**src/rtl/bit_serializer_pkg.sv**
```systemverilog
// bit_serializer_pkg
// Shared definitions for the bit serializer slice: the two-state FSM
// encoding and the default data width / shift order used by the top.
package bit_serializer_pkg;

  typedef enum logic {
    IDLE  = 1'b0,
    SHIFT = 1'b1
  } state_t;

  localparam int DEFAULT_WIDTH     = 8;
  localparam bit DEFAULT_MSB_FIRST = 1'b1;

endpackage

```
**src/rtl/bit_serializer_counter.sv**
```systemverilog
// bit_counter
// Modulo-WIDTH bit position counter for the serializer.
// Ports:
//   clk   - rising-edge clock
//   rst   - synchronous active-high reset, forces count to 0
//   clear - synchronous clear back to 0 (higher priority than en)
//   en    - advance the count by one, wrapping after WIDTH-1
//   tc    - terminal count flag, high while count = WIDTH-1
module bit_counter #(
  parameter int WIDTH = 8
) (
  input  logic clk,
  input  logic rst,
  input  logic clear,
  input  logic en,
  output logic tc
);

  localparam int CW = $clog2(WIDTH);
  localparam logic [CW-1:0] MAX_COUNT = CW'(WIDTH - 1);

  logic [CW-1:0] count;

  // Clear wins over enable so a new word always starts at position 0.
  always_ff @(posedge clk) begin
    if (rst) begin
      count <= '0;
    end else if (clear) begin
      count <= '0;
    end else if (en) begin
      if (count == MAX_COUNT) begin
        count <= '0;
      end else begin
        count <= count + CW'(1);
      end
    end
  end

  assign tc = (count == MAX_COUNT);

endmodule

```
**src/rtl/bit_serializer.sv**
```systemverilog
// bit_serializer
// Accepts a parallel word on a valid/ready handshake and shifts it out one
// bit per cycle. A new word may be accepted on the final bit of the current
// word, giving a gapless stream across back-to-back words.
// Ports:
//   clk        - rising-edge clock
//   rst        - synchronous active-high reset
//   data_in    - parallel word to serialize (WIDTH bits)
//   data_valid - data_in holds a word for transfer
//   data_ready - block can accept a word this cycle (combinational)
//   bit_out    - serial data bit (registered)
//   bit_valid  - bit_out carries a data bit (registered)
//   last       - bit_out is the final bit of the current word
//   busy       - a word is being shifted (registered)
module bit_serializer
  import bit_serializer_pkg::*;
#(
  parameter int WIDTH     = DEFAULT_WIDTH,
  parameter bit MSB_FIRST = DEFAULT_MSB_FIRST
) (
  input  logic             clk,
  input  logic             rst,
  input  logic [WIDTH-1:0] data_in,
  input  logic             data_valid,
  output logic             data_ready,
  output logic             bit_out,
  output logic             bit_valid,
  output logic             last,
  output logic             busy
);

  state_t           state;
  logic [WIDTH-1:0] shreg;
  logic             transfer;
  logic             tc;
  logic             load_bit;
  logic             next_bit;
  logic [WIDTH-1:0] load_rest;
  logic [WIDTH-1:0] next_rest;

  // Ready on the last bit lets the next word follow without an idle cycle.
  assign last       = (state == SHIFT) && tc;
  assign data_ready = (state == IDLE) || last;
  assign transfer   = data_valid && data_ready;

  // The counter restarts on every accepted word and also on the final bit,
  // so it is back at 0 whether we reload or fall back to IDLE.
  bit_counter #(
    .WIDTH(WIDTH)
  ) u_bit_counter (
    .clk  (clk),
    .rst  (rst),
    .clear(transfer || last),
    .en   (state == SHIFT),
    .tc   (tc)
  );

  // Shift order is fixed at elaboration. The first bit goes straight to
  // bit_out at load time; shreg holds the remaining bits, pre-shifted.
  generate
    if (MSB_FIRST) begin : g_msb_first
      assign load_bit  = data_in[WIDTH-1];
      assign load_rest = {data_in[WIDTH-2:0], 1'b0};
      assign next_bit  = shreg[WIDTH-1];
      assign next_rest = {shreg[WIDTH-2:0], 1'b0};
    end else begin : g_lsb_first
      assign load_bit  = data_in[0];
      assign load_rest = {1'b0, data_in[WIDTH-1:1]};
      assign next_bit  = shreg[0];
      assign next_rest = {1'b0, shreg[WIDTH-1:1]};
    end
  endgenerate

  // Single FSM block: a transfer always (re)loads, a mid-word SHIFT cycle
  // advances, and anything else (IDLE without a word, or the last bit
  // without a follow-on word) parks everything at zero in IDLE.
  always_ff @(posedge clk) begin
    if (rst) begin
      state     <= IDLE;
      shreg     <= '0;
      bit_out   <= 1'b0;
      bit_valid <= 1'b0;
      busy      <= 1'b0;
    end else if (transfer) begin
      state     <= SHIFT;
      shreg     <= load_rest;
      bit_out   <= load_bit;
      bit_valid <= 1'b1;
      busy      <= 1'b1;
    end else if ((state == SHIFT) && !last) begin
      state     <= SHIFT;
      shreg     <= next_rest;
      bit_out   <= next_bit;
      bit_valid <= 1'b1;
      busy      <= 1'b1;
    end else begin
      state     <= IDLE;
      shreg     <= '0;
      bit_out   <= 1'b0;
      bit_valid <= 1'b0;
      busy      <= 1'b0;
    end
  end

endmodule

```
**config.mk**
```make
export PLATFORM = sky130hd
export DESIGN_NAME = bit_serializer
export DESIGN_NICKNAME = d
export VERILOG_FILES = /design/src/rtl/bit_serializer_pkg.sv /design/src/rtl/bit_serializer_counter.sv /design/src/rtl/bit_serializer.sv
export SDC_FILE = /design/constraint.sdc
export NUM_CORES = 1
export LEC_CHECK = 0
export CAP_MARGIN = 20
export CELL_PAD_IN_SITES_DETAIL_PLACEMENT = 0
export CELL_PAD_IN_SITES_GLOBAL_PLACEMENT = 2
export CORE_AREA = 2 2 48 50
export CTS_CLUSTER_SIZE = 16
export DETAILED_ROUTE_END_ITERATION = 8
export DIE_AREA = 0 0 50 52
export HOLD_SLACK_MARGIN = 0.06
export MAX_ROUTING_LAYER = met4
export PLACE_DENSITY = 0.76
export SKIP_LAST_GASP = 1
export SLEW_MARGIN = 10
export SYNTH_ARGS = -nofsm -noshare
export SYNTH_HDL_FRONTEND = slang
export SYNTH_SLANG_ARGS = --single-unit
```
**constraint.sdc**
```tcl
create_clock -name clk -period 4.2 [get_ports clk]
set_clock_uncertainty 0.2 [all_clocks]
set_input_delay 0.84 -clock clk [delete_from_list [all_inputs] [get_ports clk]]
set_output_delay 0.84 -clock clk [all_outputs]
set_load 0.02 [all_outputs]
```
* Word level (Yosys, flattened, before mapping) *
Cells that the tools add are included.

word-level totals
  logic and storage cells = 23
  output and inout port bits = 5
  bits in registers = 13
  input bits = 11

operators by class
  bitwise gates (word level) = 1
  muxes and demuxes = 7
  $add $sub $neg = 1
  reduce and logical (&&, ||, !) cells = 8
  equality and inequality tests = 1

operators with widths
  cell                                                            number
  8-bit 2-to-1 mux                                                2
  1-bit 2-to-1 mux                                                4
  2-bit OR reduction                                              2
  3-bit by 1-bit adder with 3-bit output (second input constant)  1
  3-bit equality test (second input constant)                     1
  1-bit logical AND                                               3
  3-bit 2-to-1 mux                                                1
  1-bit logical OR                                                2
  1-bit zero test                                                 1
  1-bit inverter                                                  1

* Logic depth before layout (Yosys ltp) *
  word-level depth = 6
  mapped depth = 6
  mapped depth without buffers = 6

* Hierarchy *
From an unflattened synthesis, not the netlist that was laid out.

second synthesis, totals
  cells, all modules = 54
  area total of the unflattened synthesis = 579.3 um^2

by module, submodules not included
  module          sequential area each (um^2)  area each (um^2)  cells each  times used
  bit_serializer  180.2                        436.7             42          1
  bit_counter     60.1                         142.6             12          1

* Worst setup path before layout *
No wires, ideal clock.

  kind = flip-flop to output port
  start = register u_bit_counter.count[0]
  end = output last
  setup slack = 2.212 ns
  data required time = 3.160 ns
  data arrival time = 0.948 ns
  path buffers = 0
  stages on the path, launching flop included = 4
  cell sequence = dfxtp_1 ha_1 ha_1 and2_1

on the way
  cells in the longest elaborated chain, start to end = 2

ends and longest elaborated chain
  item                      line                          text
  start: declaration        bit_serializer_counter.sv:22  logic [CW-1:0] count;
  start signal: assignment  bit_serializer_counter.sv:34  count <= count + CW'(1);
  3-bit equality test       bit_serializer_counter.sv:39  assign tc = (count == MAX_COUNT);
  1-bit logical AND         bit_serializer.sv:42          assign last = (state == SHIFT) && tc;
  end: declaration          bit_serializer.sv:28          output logic last,

Every way passes these cells.

* Worst setup path in the final report *
  start = register u_bit_counter.count[0]
  end = output data_ready

on the way
  cells in the longest elaborated chain, start to end = 3

ends and longest elaborated chain
  item                 line                          text
  3-bit equality test  bit_serializer_counter.sv:39
  1-bit logical AND    bit_serializer.sv:42
  1-bit logical OR     bit_serializer.sv:43          assign data_ready = (state == IDLE) || last;
  end: declaration     bit_serializer.sv:25          output logic data_ready,

Every way passes these cells.

==> flow_summary.rst <==
.. list-table::
   :header-rows: 1

   * - Metric
     - Value
   * - Largest net degree at the start of global routing
     - 13
   * - Setup repair after global routing missed its margin
     - false
   * - Crit path max fanout
     - 11
   * - Sort of element at the start of the critical path
     - flip-flop
   * - Synth Instances
     - 57
   * - Post-CTS Setup Repair Bufs
     - 0
   * - Number of storage elements in the synthesis netlist
     - 12
   * - Instance area at placement
     - between 600 and 700 um2
   * - Clock insertion delay at the later pin of the skew report
     - 0.26 ns
   * - Slew @ Worst Pin
     - about 0.43 ns
   * - Most common cell after layout, fill and taps aside
     - clkdlybuf4s50_1
   * - Remaining antenna violation count
     - 0
   * - Wire length per cell after detailed routing
     - ~9.6 um
   * - Cell area after synthesis
     - a little under 500 um2
   * - Post-route DRC
     - 0
   * - Die H
     - between 50 and 60 um
   * - Layout overhead on the synthesized area
     - 37.37%
   * - Clock tree from TritonCTS
     - yes
   * - Required @ worst endpoint
     - 3.16 ns
   * - Hold Path Class
     - flip-flop to flip-flop
   * - Setup Slack @ Placement
     - between 1 and 1.5 ns
   * - Max clock buf depth
     - 2
   * - Fill cell instance count of the final layout
     - 243
   * - GRT Total Usage
     - under 10%
   * - Fin nets
     - 86
   * - Highest attainable clock frequency
     - about 330 MHz
   * - Final period util
     - about 72%
   * - Start point of the critical path
     - u_bit_counter.count[0]
   * - Clock Pin Slew Worst Setup and Hold Paths
     - 0.07 ns
   * - Final standard cell area without fillers
     - 666.9 um2
   * - Antenna violations before repair
     - 0
   * - Number of nets in the synthesized netlist
     - 70
   * - Pre-Repair DR Iteration Count
     - 2
   * - Hold path start
     - shreg[3]
   * - Max IR drop VDD
     - between 0.15 and 0.2 mV
   * - Setup CP Type
     - flip-flop to output pin
   * - Register Area
     - 240.2 um2
   * - Number of endpoints failing setup at the final stage
     - 0
   * - Fin util
     - between 30% and 40%
   * - Maxcap violations
     - 0
   * - Number of inserted diodes
     - 0
   * - Root buf cell
     - clkbuf_4
   * - Hold buffer count at CTS
     - 0
   * - Highest-count cells in the layout ignoring fill and taps
     - clkdlybuf4s50_1, dfxtp_1, nand2_1, a21oi_1, nand3_1
   * - TritonCTS Buffers
     - 3
   * - Wire length of the first global-routing pass
     - between 1 and 1.5 mm
   * - Pins over their slew limit
     - 0
   * - Floorplan row count
     - 17
   * - Sort of element at the end of the critical path
     - output pin
   * - Area of the core
     - between 0.002 and 0.0025 mm2
   * - Vias per cell
     - around 4.2
   * - Leakage
     - 0.2484 nW
   * - Final Hold Vio Count
     - 0
   * - Number of distinct library cells after synthesis
     - 16
   * - Number of H-tree branching levels
     - 1
   * - Instance count after placement with tap cells included
     - 96
   * - Non-Filler Instances
     - approximately 100
   * - Reg-to-Reg Start
     - u_bit_counter.count[0]
   * - Routed wire length
     - around 950 um
   * - Post-cts sizing count
     - 0
   * - Multi-input logic area
     - ~210 um2
   * - Number of input and output port buffers inserted
     - 15
   * - Syn_area_per_cell
     - approximately 8.5 um2
   * - Effective utilization at floorplan
     - a little under a quarter
   * - Setup Total Neg Slack
     - 0 ns
   * - Routability Congestion
     - 0.6848
   * - Share of final-layout standard cells stronger than drive strength 1
     - between 7 and 8%
   * - Register area share after synthesis
     - around 49%
   * - Chip Width
     - ~50 um
   * - Rel. slew slack
     - between 70% and 80%
   * - Number of global-route vias before repair
     - ~350
   * - Remaining Overflow, GRT
     - 0
   * - P per Cell Area
     - about 330 mW/mm2
   * - Final period demand of the worst path
     - 3.037 ns
   * - Status
     - finished clean
   * - Total Die Area
     - between 0.002 and 0.003 mm2
   * - Total I/O pin count
     - 16
   * - Min setup slack post-route
     - 1.163 ns
   * - Number of clock sinks
     - 12
   * - Yosys synthesis warning count
     - 0
   * - Routed via count
     - around 420
   * - Drt initial violations
     - 1
   * - Data arrival at the endpoint of the critical path
     - ~2 ns
sequential cells by signal, indices dropped and copies added (netlist names):
name / count
shreg: 7
bit_out: 1
state: 1
u_bit_counter.count: 3
Yosys cell counts:
master	count	area share, %
a21oi_1	9	9.3
and2_1	1	1.3
buf_4	1	1.5
buf_6	1	2.3
clkbuf_1	2	1.5
dfxtp_1	12	49
ha_1	2	5.2
inv_1	1	0.77
inv_2	1	0.77
nand2_1	9	7.0
nand3_1	7	7.2
nor2_1	6	4.6
nor2b_4	1	2.8
nor3_1	1	1.0
nor3b_1	2	3.1
o32a_1	1	2.1
worst max-delay path: stages, from the launching register on:
cell             delay (ns)
dfxtp_1                0.33
ha_1                   0.20
ha_1                   0.24
nor2b_4                0.28
inv_2                  0.13
clkdlybuf4s50_1        0.56
cell families after synthesis:
| family | count (synthesis) | share of synthesized area (%) |
|---|---|---|
| adder cells (fa/ha/maj) | 2 | 5.154 |
| AND/OR/NAND/NOR | 27 | 27.06 |
| buffers and inverters | 6 | 6.958 |
| AO/OA/AOI/OAI | 10 | 11.34 |
| flip-flops | 12 | 49.48 |
final timing paths:
| kind | slack (ns) | cells past startpoint | end |
|---|---|---|---|
| worst min register to register | 0.24 | 2 | shreg[4] |
| worst max register to register | 2.51 | 6 | shreg[7] |
| worst min-delay path | 0.24 | 2 | shreg[4] |
| worst max-delay path | 1.16 | 5 | data_ready |
cell type report:
cell class                      instances  share of cell area, %
Inverter                                2                  1.126
Tap cell                               28                  5.253
Sequential cell                        12                  36.02
Multi-Input combinational cell         39                  31.71
Clock buffer                            3                  3.377
Timing Repair Buffer                   15                  22.51
metal layers:
layer / up-vias / share of wire, % / track usage, %
li1: 219 / - / -
met1: 183 / 48 / 8.995
met2: 14 / 46 / 12.72
met3: 2 / 5.5 / 1.724
met4: 0 / 0.84 / 6.944
met5: - / 0 / -
per-stage QoR:
stage	hold slack, ns	power [mW]
2_1_floorplan	0.2113	0.1419
3_3_place_gp	0.2271	0.1573
3_5_place_dp	0.2312	0.1573
4_1_cts	0.2419	0.2254
5_1_grt	0.2576	0.2326
6_report	0.2385	0.2212
power by group:
part | internal [mW] | switching (mW) | leakage (nW)
Combinational | 0.0174 | 0.0152 | 0.136
Sequential | 0.119 | 0.00278 | 0.0983
Clock | 0.0331 | 0.0340 | 0.0138
Total | 0.169 | 0.0519 | 0.248
Note: power is estimated with default switching activity, not from simulation.
